<file path="config.mk">
export PLATFORM = sky130hd
export DESIGN_NAME = base_mul
export DESIGN_NICKNAME = d
export VERILOG_FILES = /design/src/rtl/base_mul.sv
export SDC_FILE = /design/constraint.sdc
export NUM_CORES = 1
export LEC_CHECK = 0
export CORE_MARGIN = 5
export CORE_UTILIZATION = 41
export DETAILED_ROUTE_END_ITERATION = 10
export DONT_BUFFER_PORTS = 1
export HOLD_SLACK_MARGIN = 0.15
export PLACE_DENSITY_LB_ADDON = 0.05
export SLEW_MARGIN = 20
export SYNTH_ARGS = -nofsm -noshare
export SYNTH_HDL_FRONTEND = slang
export SYNTH_SLANG_ARGS = --single-unit
export TNS_END_PERCENT = 20
</file>
<file path="constraint.sdc">
create_clock -name mul_clk -period 4.4 [get_ports mul_clk]
set_clock_uncertainty 0.1 [all_clocks]
set_input_delay 0.66 -clock mul_clk [delete_from_list [all_inputs] [get_ports mul_clk]]
set_output_delay 0.66 -clock mul_clk [all_outputs]
set_load 0.01 [all_outputs]
</file>
<file path="src/rtl/base_mul.sv">
// base_mul - iterative 33x33 signed Booth multiplier (low 64 bits of product)
//
// Callers extend 32-bit operands to 33 bits (sign-extend for signed, zero-extend
// for unsigned). One Booth digit is retired per clock; the product is latched
// into `result` on the edge entering DONE and held until the next completion.
//
// Ports:
//   mul_clk    in   1   clock, rising edge
//   resetn     in   1   synchronous active-low reset
//   in_valid   in   1   operands present on src1/src2
//   in_ready   out  1   unit accepts operands this cycle (0 while resetn=0)
//   src1       in  33   multiplier, two's complement
//   src2       in  33   multiplicand, two's complement
//   out_valid  out  1   one-cycle pulse, result valid
//   result     out 64   product, two's complement
//
// Configuration macro: BASE_MUL_RADIX4_EN
//   undefined : radix-2 Booth, 33 iterations, 34-cycle acceptance-to-valid
//   defined   : radix-4 Booth, 17 iterations, 18-cycle acceptance-to-valid
//
// state  | meaning
// -------+-----------------------------------------------------
// S_IDLE | waiting for operands, in_ready=1
// S_BUSY | iterating Booth digits, in_ready=0
// S_DONE | result valid for one cycle, can accept next operands

module base_mul (
  input  logic        mul_clk,
  input  logic        resetn,
  input  logic        in_valid,
  output logic        in_ready,
  input  logic [32:0] src1,
  input  logic [32:0] src2,
  output logic        out_valid,
  output logic [63:0] result
);

`ifdef BASE_MUL_RADIX4_EN
  localparam int QW   = 34;  // multiplier sign-extended to an even width
  localparam int AW   = 35;  // room for +/-2M without overflow
  localparam int ITER = 17;
`else
  localparam int QW   = 33;
  localparam int AW   = 34;
  localparam int ITER = 33;
`endif

  localparam logic [5:0] CNT_INIT = 6'(ITER - 1);

  typedef enum logic [1:0] {S_IDLE, S_BUSY, S_DONE} state_t;

  state_t          r_state;
  state_t          w_state_nxt;
  logic [AW-1:0]   r_acc;
  logic [QW-1:0]   r_mplr;
  logic            r_qm1;
  logic [32:0]     r_mcand;
  logic [5:0]      r_cnt;

  logic            w_accept;
  logic            w_last;
  logic [AW-1:0]   w_m;
  logic [AW-1:0]   w_sum;
  logic [AW-1:0]   w_acc_nxt;
  logic [QW-1:0]   w_mplr_nxt;
  logic            w_qm1_nxt;
  logic [QW-1:0]   w_mplr_load;

  assign in_ready  = resetn && (r_state != S_BUSY);
  assign out_valid = (r_state == S_DONE);
  assign w_accept  = in_valid && in_ready;
  assign w_last    = (r_state == S_BUSY) && (r_cnt == 6'd0);
  assign w_m       = {{(AW-33){r_mcand[32]}}, r_mcand};

`ifdef BASE_MUL_RADIX4_EN
  logic [AW-1:0] w_m2;
  assign w_m2        = {w_m[AW-2:0], 1'b0};
  assign w_mplr_load = {src1[32], src1};

  // digit = -2*b[2i+1] + b[2i] + b[2i-1]
  always_comb begin
    w_sum = r_acc;
    case ({r_mplr[1:0], r_qm1})
      3'b001, 3'b010: w_sum = r_acc + w_m;
      3'b011:         w_sum = r_acc + w_m2;
      3'b100:         w_sum = r_acc - w_m2;
      3'b101, 3'b110: w_sum = r_acc - w_m;
      default:        w_sum = r_acc;
    endcase
  end

  // arithmetic shift of {acc, mplr, qm1} by two
  assign w_acc_nxt  = {{2{w_sum[AW-1]}}, w_sum[AW-1:2]};
  assign w_mplr_nxt = {w_sum[1:0], r_mplr[QW-1:2]};
  assign w_qm1_nxt  = r_mplr[1];
`else
  assign w_mplr_load = src1;

  always_comb begin
    w_sum = r_acc;
    case ({r_mplr[0], r_qm1})
      2'b01:   w_sum = r_acc + w_m;
      2'b10:   w_sum = r_acc - w_m;
      default: w_sum = r_acc;
    endcase
  end

  // arithmetic shift of {acc, mplr, qm1} by one
  assign w_acc_nxt  = {w_sum[AW-1], w_sum[AW-1:1]};
  assign w_mplr_nxt = {w_sum[0], r_mplr[QW-1:1]};
  assign w_qm1_nxt  = r_mplr[0];
`endif

  always_ff @(posedge mul_clk) begin
    if (!resetn) r_state <= S_IDLE;
    else         r_state <= w_state_nxt;
  end

  always_comb begin
    w_state_nxt = r_state;
    case (r_state)
      S_IDLE:  if (w_accept) w_state_nxt = S_BUSY;
      S_BUSY:  if (w_last)   w_state_nxt = S_DONE;
      S_DONE:  w_state_nxt = w_accept ? S_BUSY : S_IDLE;
      default: w_state_nxt = S_IDLE;
    endcase
  end

  // Once all digits are retired, the full product sits in {acc, mplr};
  // its low 64 bits are taken straight from the shifted next value.
  always_ff @(posedge mul_clk) begin
    if (!resetn) begin
      r_acc   <= '0;
      r_mplr  <= '0;
      r_qm1   <= 1'b0;
      r_mcand <= '0;
      r_cnt   <= '0;
      result  <= '0;
    end else if (w_accept) begin
      r_acc   <= '0;
      r_mplr  <= w_mplr_load;
      r_qm1   <= 1'b0;
      r_mcand <= src2;
      r_cnt   <= CNT_INIT;
    end else if (r_state == S_BUSY) begin
      r_acc  <= w_acc_nxt;
      r_mplr <= w_mplr_nxt;
      r_qm1  <= w_qm1_nxt;
      if (w_last) result <= {w_acc_nxt[63-QW:0], w_mplr_nxt};
      else        r_cnt  <= r_cnt - 6'd1;
    end
  end

endmodule

</file>
==> Yosys cells after proc, flatten, opt, wreduce, memory -nomap -nowiden <==
Index checks and enable logic that the tools add are counted.
{ "totals": {"regBits": 172, "input_bits": 69, "output_inout_bits": 66, "word_cells": 43} }
{ "classes": {"n_addsub": 3, "n_eq_ne": 8, "mux": 10, "bitwise": 3, "n_reduce_logical": 11} }
{ "ops": {"columns": ["op", "count"], "rows": [
  ["$pmux W34 S2", 1],
  ["$mux W33", 2],
  ["$add A33 B33 Y34", 1],
  ["$sub A33 B33 Y34", 1],
  ["$mux W6", 3],
  ["$logic_not A6 Y1", 1],
  ["$ne A2 B2 Y1 const B", 3],
  ["$pmux W2 S3", 1],
  ["$reduce_and A2 Y1", 3],
  ["$sub A6 B1 Y6 const B", 1],
  ["$eq A2 B1 Y1 const B", 2],
  ["$eq A2 B2 Y1 const B", 2],
  ["$mux W2", 2],
  ["$logic_and A1 B1 Y1", 3],
  ["$not A1 Y1", 3],
  ["$reduce_and A3 Y1", 1],
  ["$logic_not A2 Y1", 1],
  ["$ne A2 B1 Y1 const B", 1],
  ["$reduce_bool A2 Y1", 1],
  ["$reduce_or A2 Y1", 1],
  ["$mux W1", 1]
]} }

==> Logic depth before layout (Yosys ltp) <==
Gate-level depths: netlist (run 1).
{ "depth": {"ltp_word": 5, "mapped_depth": 20, "depth_no_buf": 19} }

==> Worst setup path before layout (run 1) <==
Ideal clock, no wire load.
{ "synth_path": {"kind": "flip-flop to flip-flop", "startpoint": "reg r_mcand[0]", "endpoint": "reg r_acc[32] (netlist name)", "setup_ns": 0.071, "arrival_time_ns": 3.936, "required_time_ns": 4.229, "path_slack_ns": 0.294, "stages_incl_launch_ff": 21, "path_buffers": 1, "synth_period_minus_slack_ns": 4.106, "cell_sequence": "dfxtp_1 > inv_1 > ha_1 > nor3b_1 > nand2_1 > nor2_1 > nand2_1 > nor3_1 > nor2_1 > xnor2_1 > ha_1 > buf_2 > a21o_1 > o2bb2ai_1 > a221oi_2 > o21ai_0 > a21oi_1 > a211oi_2 > o31a_2 > or4b_1 > a21oi_1"} }
{ "synth_between": {"elab_chain_len": 2, "word_cells_on_any_way": 3, "cone_classes": "add/sub (2); mux (1)"} }
{ "synth_lines": {"columns": ["element", "line_no", "text"], "rows": [
  ["start: declaration", "57", "logic [32:0] r_mcand;"],
  ["start signal: assignment", "143", "r_mcand <= src2;"],
  ["$sub A33 B33 Y34 or $add A33 B33 Y34 (tied branches)", "103, 102", null],
  ["$pmux W34 S2 *", "101", "case ({r_mplr[0], r_qm1})"]
]} }
Mark *: on every way between the ends. The rest lies on a longest branch, timed or not.
A chain may end at the register's enable or synchronous reset.

==> Worst setup path in the final report (run 1) <==
{ "layout_path": {"startpoint": "reg r_mcand[4]", "endpoint": "reg r_acc[32] (netlist name)"} }
{ "layout_between": {"elab_chain_len": 2, "word_cells_on_any_way": 3, "cone_classes": "add/sub (2); mux (1)"} }
{ "layout_lines": {"columns": ["element", "line_no"], "rows": [
  ["$sub A33 B33 Y34 or $add A33 B33 Y34 (tied branches)", "103, 102"],
  ["$pmux W34 S2 *", "101"]
]} }
Marks and branches as above.

==> flow_summary.ini, run 1 <==
[synthesis]
yosys_warnings = 0
ys_types = 64
synthTopCellsByCount = nand2_1, dfxtp_1, nor2_1, a21oi_1, o21ai_0
synth_edf_count = 0
postSynth.asyncResetShare = 0
syn-cell-area_um2 = 9090
synth_most_common_cell = nand2_1
synthTopCellsByArea = dfxtp_1, nand2_1, a21oi_1
yosysSeqAreaShare = 0.379
netlist.area_leader.share = 0.379
yosysTopAreaCell = dfxtp_1
ys_seq_elements = 172
syn-num-nets = 1261
postSynthAreaPerCell_um2 = 7.88
ys.flop_type = dfxtp_1
netlist_instances = 1154

[placed_design]
finalWeightedCongestion = 0.843
hpwlAfterDp_um = 16600
numPortBuffers = 0
dpl-instance-area_um2 = 9310

[worst_hold_path]
worstHoldStart = src2[31]
min_path_type = input port to flop
min_path_cells = 2
hold-path-endpoint = r_mcand[31]$_SDFFE_PN0P_

[finish]
num-fill-cells = 2244
nets = 1219
area_delta_synth_final_pct = 9.41
fin_util = 0.456
antenna_cells = 0
final_area_um2 = 9950
register_area_um2 = 3440
multi_input_area_um2 = 5320
drive_above_1_share = 0.0809

[floorplanning]
io_pins = 135
dieArea_um2 = 25300
row_count = 54
die_w_um = 159
start_util = 0.417
design.core.area_um2 = 21800
die_h_um = 159

[cts]
clock-root-buffer = clkbuf_16
numCtsBuffers = 17
clkSinkCount = 172
cts_tree = done
hold_buffers = 0
clock_latency_ps = 430
clock_path_buffers = 2
path_clk_slew_ps = 80
cts_max_level = 4

[timing]
slew_headroom = 0.390
slew_viol_final = 0
final.period_utilization = 0.959
finalSetupTns_ps = 0
fmax_mhz = 237
hold_viol = 0
worstMarginPinSlew_ps = 912
min_period_ps = 4220
setup_viol = 0

[drt]
vias_per_cell = 5.35
ant_nets = 0
wire_per_inst_um = 16.7
drt_iter0_drc = 590
vias = 7515
totalWireLength_um = 23400
dr.pass1.iters = 5
drcViolationCount = 0

[global_route]
grt_pass1_wl_um = 38000
grt_pass1_vias = 6866
grt-ovfl-total = 0
grt_max_degree = 70
grt_usage = 0.180
grt_antenna_before_repair = 0

[power]
vdd_drop_max_mv = 0.212
p_total_mw = 4.74
power_density_nw_per_um2 = 476
p_leak_nw = 3.82

[setup_path]
worstSetupEndpointType = flop
start_kind = flop
rr_worst_depth = 15
worstPathRequired_ps = 4660
r2r-end = r_acc[32]$_SDFFE_PP0P_
reg2reg_from = r_mcand[4]$_SDFFE_PN0P_
arrival_ps = 4480
crit_type = flop to flop
crit_fanout = 7
rrSetupSlack_ps = 180

[job]
drv_cap = 0

[run_status]
outcome = completed
-- worst max-delay path: stages, from the launching register on --
cell	delay (ps)
dfxtp_1	380
or4_4	580
nor3_4	230
and2_1	210
a21oi_1	100
xnor2_1	130
ha_1	290
a21o_1	220
a31o_2	220
a221oi_2	290
o21ai_0	140
a21oi_1	220
a211oi_2	110
o31a_2	340
or4b_1	460
a21oi_1	140
-- cells by family after synthesis --
logic type / share of synthesized area
buffers and inverters: 0.0431
muxes: 0.0510
xor gates and xnor gates: 0.0588
DFF: 0.379
and+or+nand+nor: 0.203
AOI/OAI and AO/OA: 0.212
adders and majority gates: 0.0531
-- timing repair --
item / 4_1_cts / 5_1_grt
gates resized for setup: 0 / 11
buffers inserted: 0 / 1
endpoints found under the setup margin: 0 / 5
-- sequential cells by signal (all words and copies together), names as in the netlist --
register  flops
r_qm1         1
r_mcand      33
r_cnt         6
result       64
r_mplr       33
r_acc        33
r_state       2
-- placed cells by master, fill, tap and decap left out, drive strengths merged, types with 6 or more instances in the layout --
cell type and instances:
a211oi 64, a21o 15, nor4 6, buf 22
xor2 16, a31oi 6, xnor2 45, dfxtp 172
nor2 144, nand3 10, nand2 174, nor3 30
nor2b 8, mux2i 43, ha 37, inv 25
nand2b 8, clkbuf 18, nand4 10, a21oi 115
o21ai 81, o211ai 6
-- through the flow --
stage | std cells | hold WS, ps | worst slack, ps
after floorplan | 1154 | 336 | 294
after global placement | 1372 | 342 | 179
after detailed placement | 1372 | 356 | 97.5
after CTS | 1404 | 216 | 68.2
after global routing | 1405 | 218 | -43.2
final | 1405 | 236 | 180
-- power breakdown --
part	switching (mW)	total, mW	leakage, nW	internal, mW
Combinational	0.809	1.34	2.13	0.536
Sequential	0.175	1.89	1.41	1.72
Clock	0.728	1.50	0.279	0.773
-- layout make-up --
| class | count | area share |
|---|---|---|
| clock buffer | 18 | 0.0441 |
| sequential | 172 | 0.346 |
| timing repair buffer | 22 | 0.0179 |
| clock inverter | 14 | 0.0147 |
| multi-input combinational | 881 | 0.535 |
| inverter | 18 | 0.00692 |
| tap | 280 | 0.0352 |
-- how the worst max path moves through the flow --
stage                                        from                endpoint  slack [ps]  cells past startpoint
after detailed placement  r_mcand[9]$_SDFFE_PN0P_  r_acc[32]$_SDFFE_PP0P_         100                     16
after CTS                 r_mcand[9]$_SDFFE_PN0P_  r_acc[32]$_SDFFE_PP0P_          70                     16
after floorplan           r_mcand[0]$_SDFFE_PN0P_  r_acc[32]$_SDFFE_PP0P_         290                     20
after global placement    r_mcand[9]$_SDFFE_PN0P_  r_acc[32]$_SDFFE_PP0P_         180                     16
after global routing      r_mcand[0]$_SDFFE_PN0P_  r_acc[32]$_SDFFE_PP0P_         -40                     19
final                     r_mcand[4]$_SDFFE_PN0P_  r_acc[32]$_SDFFE_PP0P_         180                     15
-- metal layers --
layer,up-vias,GRT usage,part of all wire
li1,3958,-,-
met1,3394,0.282,0.53
met2,150,0.247,0.41
met3,13,0.0430,0.052
met4,0,0.0396,0.0076
met5,-,0,0
No activity file was read; power rests on OpenSTA's default activity.
==> run 2, diff against run 1 <==
- CTS_BUF_LIST: default -> sky130_fd_sc_hd__clkbuf_4
==> run 2 against run 1 <==
Against the previous run: combinational power rose by 4%; die area did not move; largest power group unchanged; first-iteration DRC count decreased by 14%; sequential cell count unchanged.
==> flow_summary.ini, run 2 (synthesis gave the netlist of run 1 again) <==
[worst_hold_path]
worstHoldStart = src1[30]
min_path_type = input port to flop
min_path_cells = 2

[power]
vdd_drop_max_mv = 0.148
power_density_nw_per_um2 = 411
p_leak_nw = 3.95

[timing]
fmax_mhz = 239
slew_viol_final = 0
layout_setup_ws_ps = 224
final.period_utilization = 0.949
min_period_ps = 4180
slew_headroom = 0.392
hold_viol = 0
worstMarginPinSlew_ps = 909
setup_viol = 0

[cts]
clock_path_buffers = 2
numCtsBuffers = 17
clock-root-buffer = clkbuf_4
cts_tree = done
clock_latency_ps = 560
path_clk_slew_ps = 180
cts_max_level = 4
clkSinkCount = 172

[setup_path]
crit_path_start = r_mcand[4]$_SDFFE_PN0P_
rr_worst_depth = 15
crit_type = flop to flop
worstPathRequired_ps = 4810
reg2reg_from = r_mcand[4]$_SDFFE_PN0P_
worstSetupEndpointType = flop
start_kind = flop
crit_fanout = 7
arrival_ps = 4590

[floorplanning]
row_count = 54
io_pins = 135
design.core.area_um2 = 21800
dieArea_um2 = 25300
die_h_um = 159
start_util = 0.417
die_w_um = 159

[placed_design]
dp_slack_ps = 97.5
finalWeightedCongestion = 0.843
dp.cells = 1372
hpwlAfterDp_um = 16600
numPortBuffers = 0

[job]
drv_cap = 0

[drt]
ant_nets = 0
vias = 7798
dr.pass1.iters = 5
totalWireLength_um = 23900
drt_iter0_drc = 508
drcViolationCount = 0
vias_per_cell = 5.33
wire_per_inst_um = 16.4

[finish]
layout_commonest_cell = nand2_1
num-fill-cells = 2237
fin_util = 0.468
multi_input_area_um2 = 5330
area_delta_synth_final_pct = 12.3
nets = 1275
largest_reg_flops = 64
regMostFlops = result
final_cell_mix = nand2_1, dfxtp_1, nor2_1
fin_cells = 1463
register_area_um2 = 3440
drive_above_1_share = 0.0779

[run_status]
outcome = completed

[global_route]
grt_usage = 0.183
grt_antenna_before_repair = 2
grt_pass1_wl_um = 38800
grt_max_degree = 70
grt_pass1_vias = 7107
grt-ovfl-total = 0
==> run 2: cell types whose count changed in the layout (fill, tap and decap cells not counted), sizes merged <==
cell         before  now
clkbuf           18   17
diode             0    2
dlygate4sd3       0   56
clkinv            4    5
==> run 2: per-stage QoR <==
step	total power, mW	hold slack [ps]	area [um^2]	setup TNS, ps
finish	4.20	217	10200	0
global route	4.50	150	10200	-32.8
floorplan	2.93	336	9090	0
CTS	4.23	151	10100	0
global placement	3.25	342	9310	0
detailed placement	3.25	356	9310	0
==> run 2: area by class of cell <==
| class | count | share of cell area |
|---|---|---|
| repair buffers | 78 | 0.0723 |
| clock inverters | 15 | 0.0147 |
| clock buffers | 17 | 0.0125 |
| inverters | 18 | 0.00674 |
| multi-input cells | 881 | 0.522 |
| flip-flops and latches | 172 | 0.337 |
| diodes | 2 | 0.000490 |
| well taps | 280 | 0.0343 |
==> run 2: final timing paths <==
path | to | slack [ps]
setup reg to reg | r_acc[32]$_SDFFE_PP0P_ | 220
setup / recovery | r_acc[32]$_SDFFE_PP0P_ | 220
hold reg to reg | result[4]$_SDFFE_PN0P_ | 370
hold / removal | r_mplr[30]$_SDFFE_PN0P_ | 220
==> run 2: layer usage <==
| layer | up-vias | GRT usage | part of all wire |
|---|---|---|---|
| met1 | 3547 | 0.283 | 0.53 |
| met5 | - | 0 | 0 |
| met3 | 7 | 0.0368 | 0.048 |
| met4 | 0 | 0.0361 | 0.0053 |
| li1 | 4076 | - | - |
| met2 | 168 | 0.263 | 0.42 |
==> run 2: where the power goes <==
group	total, mW	internal, mW	switching (mW)
Combinational	1.40	0.575	0.823
Clock	0.911	0.256	0.655
Sequential	1.89	1.72	0.175
==> run 2: worst max-delay path, stage by stage, from the launching register on <==
cell      delay (ps)
dfxtp_2          390
or4_4            560
nor3_4           230
and2_1           210
a21oi_1          100
xnor2_1          130
ha_1             290
a21o_1           210
a31o_2           220
a221oi_2         290
o21ai_0          140
a21oi_1          220
a211oi_2         110
o31a_2           340
or4b_1           460
a21oi_1          140
==> run 2: repair_timing <==
| action | CTS | global route |
|---|---|---|
| hold buffers | 56 | 0 |
| setup endpoints to repair | 0 | 6 |
| setup buffers | 0 | 1 |
| resized for setup | 0 | 13 |
| hold endpoints to repair | 46 | 0 |
==> run 3, diff against run 2 <==
- CORE_UTILIZATION: 41 -> 45
==> run 3 against run 2 <==
Against the previous run: final cell count grew 0.41%; combinational power hardly changed; utilization increased by 4.8 points; largest power group unchanged.
==> flow_summary.ini, run 3 (synthesis gave the netlist of run 1 again) <==
[run_status]
outcome = completed

[cts]
cts_tree = done
cts_max_level = 4
clock_latency_ps = 570
path_clk_slew_ps = 170
clkSinkCount = 172
numCtsBuffers = 17
clock-root-buffer = clkbuf_4
clock_path_buffers = 2

[worst_hold_path]
worstHoldStart = src1[8]
min_path_cells = 2
min_path_type = input port to flop

[timing]
worstMarginPinSlew_ps = 943
final.period_utilization = 0.944
hold_viol = 0
setup_viol = 0
fmax_mhz = 241
slew_viol_final = 0
min_period_ps = 4150
slew_headroom = 0.369

[floorplanning]
start_util = 0.454
row_count = 52
design.core.area_um2 = 20000
io_pins = 135
die_h_um = 152
dieArea_um2 = 23200
die_w_um = 152

[power]
vdd_drop_max_mv = 0.152
power_density_nw_per_um2 = 405
p_leak_nw = 4.03
p_total_mw = 4.19

[finish]
drive_above_1_share = 0.0801
largest_reg_flops = 64
num-fill-cells = 2052
area_delta_synth_final_pct = 13.8
multi_input_area_um2 = 5320
final_cell_mix = nand2_1, dfxtp_1, nor2_1
layout_commonest_cell = nand2_1
register_area_um2 = 3450
fin_cells = 1469
nets = 1292
regMostFlops = result
fin_util = 0.516

[job]
drv_cap = 0

[placed_design]
hpwlAfterDp_um = 16100
numPortBuffers = 0
finalWeightedCongestion = 0.879
dp.cells = 1361

[setup_path]
arrival_ps = 4560
reg2reg_from = r_mcand[5]$_SDFFE_PN0P_
crit_fanout = 6
crit_path_start = r_mcand[5]$_SDFFE_PN0P_
rr_worst_depth = 15
worstPathRequired_ps = 4810
crit_type = flop to flop
worstSetupEndpointType = flop
start_kind = flop

[drt]
vias_per_cell = 5.37
drcViolationCount = 0
totalWireLength_um = 23300
dr.pass1.iters = 5
wire_per_inst_um = 15.9
vias = 7884
drt_iter0_drc = 431
ant_nets = 0

[global_route]
grt_max_degree = 79
grt-ovfl-total = 0
grt_antenna_before_repair = 1
grt_pass1_vias = 7084
grt_pass1_wl_um = 38100
grt_usage = 0.196
==> run 3: changes by cell type in the layout (fill, tap and decap cells not counted), sizes merged <==
cell,change
dlygate4sd3,+15
clkinv,+1
buf,+2
diode,-1
clkinvlp,-1
==> run 3: per-layer routing <==
metal / vias to the layer above / GRT usage / wire (um)
met1: 3569 / 0.308 / 12500
li1: 4108 / - / -
met2: 194 / 0.276 / 9450
met4: 0 / 0.0398 / 179
met5: - / 0 / 0
met3: 13 / 0.0400 / 1210
==> run 3: worst paths after layout <==
| path | endpoint | slack [ps] |
|---|---|---|
| setup / recovery | r_acc[32]$_SDFFE_PP0P_ | 250 |
| hold / removal | r_mplr[8]$_SDFFE_PN0P_ | 200 |
| setup reg to reg | r_acc[32]$_SDFFE_PP0P_ | 250 |
| hold reg to reg | result[22]$_SDFFE_PN0P_ | 360 |
==> run 3: power by group <==
| part | total, mW | internal (mW) | leakage, nW | switching (mW) |
|---|---|---|---|---|
| clock | 0.897 | 0.254 | 0.144 | 0.643 |
| sequential | 1.89 | 1.72 | 1.41 | 0.175 |
| combinational | 1.40 | 0.589 | 2.48 | 0.812 |
| total | 4.19 | 2.56 | 4.03 | 1.63 |
==> run 3: final cells by class <==
cell class                 count  share of cell area
clock inverter                15              0.0144
inverter                      18             0.00653
multi-input combinational    881               0.515
antenna                        1            0.000242
timing repair buffer          95              0.0861
clock buffer                  17              0.0123
sequential                   172               0.333
tap                          270              0.0326
==> run 3: metrics by stage <==
step	setup WS, ps	setup TNS, ps	hold slack, ps	instance area, um^2
2_1_floorplan	294	0	336	9090
3_3_place_gp	255	0	346	9280
3_5_place_dp	175	0	353	9280
4_1_cts	100	0	152	10200
5_1_grt	-4.40	-4.40	154	10300
6_report	248	0	205	10300
==> run 3: what timing repair did <==
item | 4_1_cts | 5_1_grt
hold buffers | 68 | 3
endpoints found under the hold margin | 49 | 2
setup endpoints to repair | 0 | 9
buffers inserted | 0 | 4
resized for setup | 0 | 15
==> run 3: critical path: stages (launching register included) <==
cell	delay, ps
dfxtp_1	400
or4_4	550
nor3_4	220
and2_1	210
a21oi_1	90
xnor2_1	130
ha_1	290
a21o_1	210
a31o_2	230
a221oi_2	260
o21ai_0	130
a21oi_1	200
a211oi_2	110
o31a_2	340
or4b_1	460
a21oi_1	140
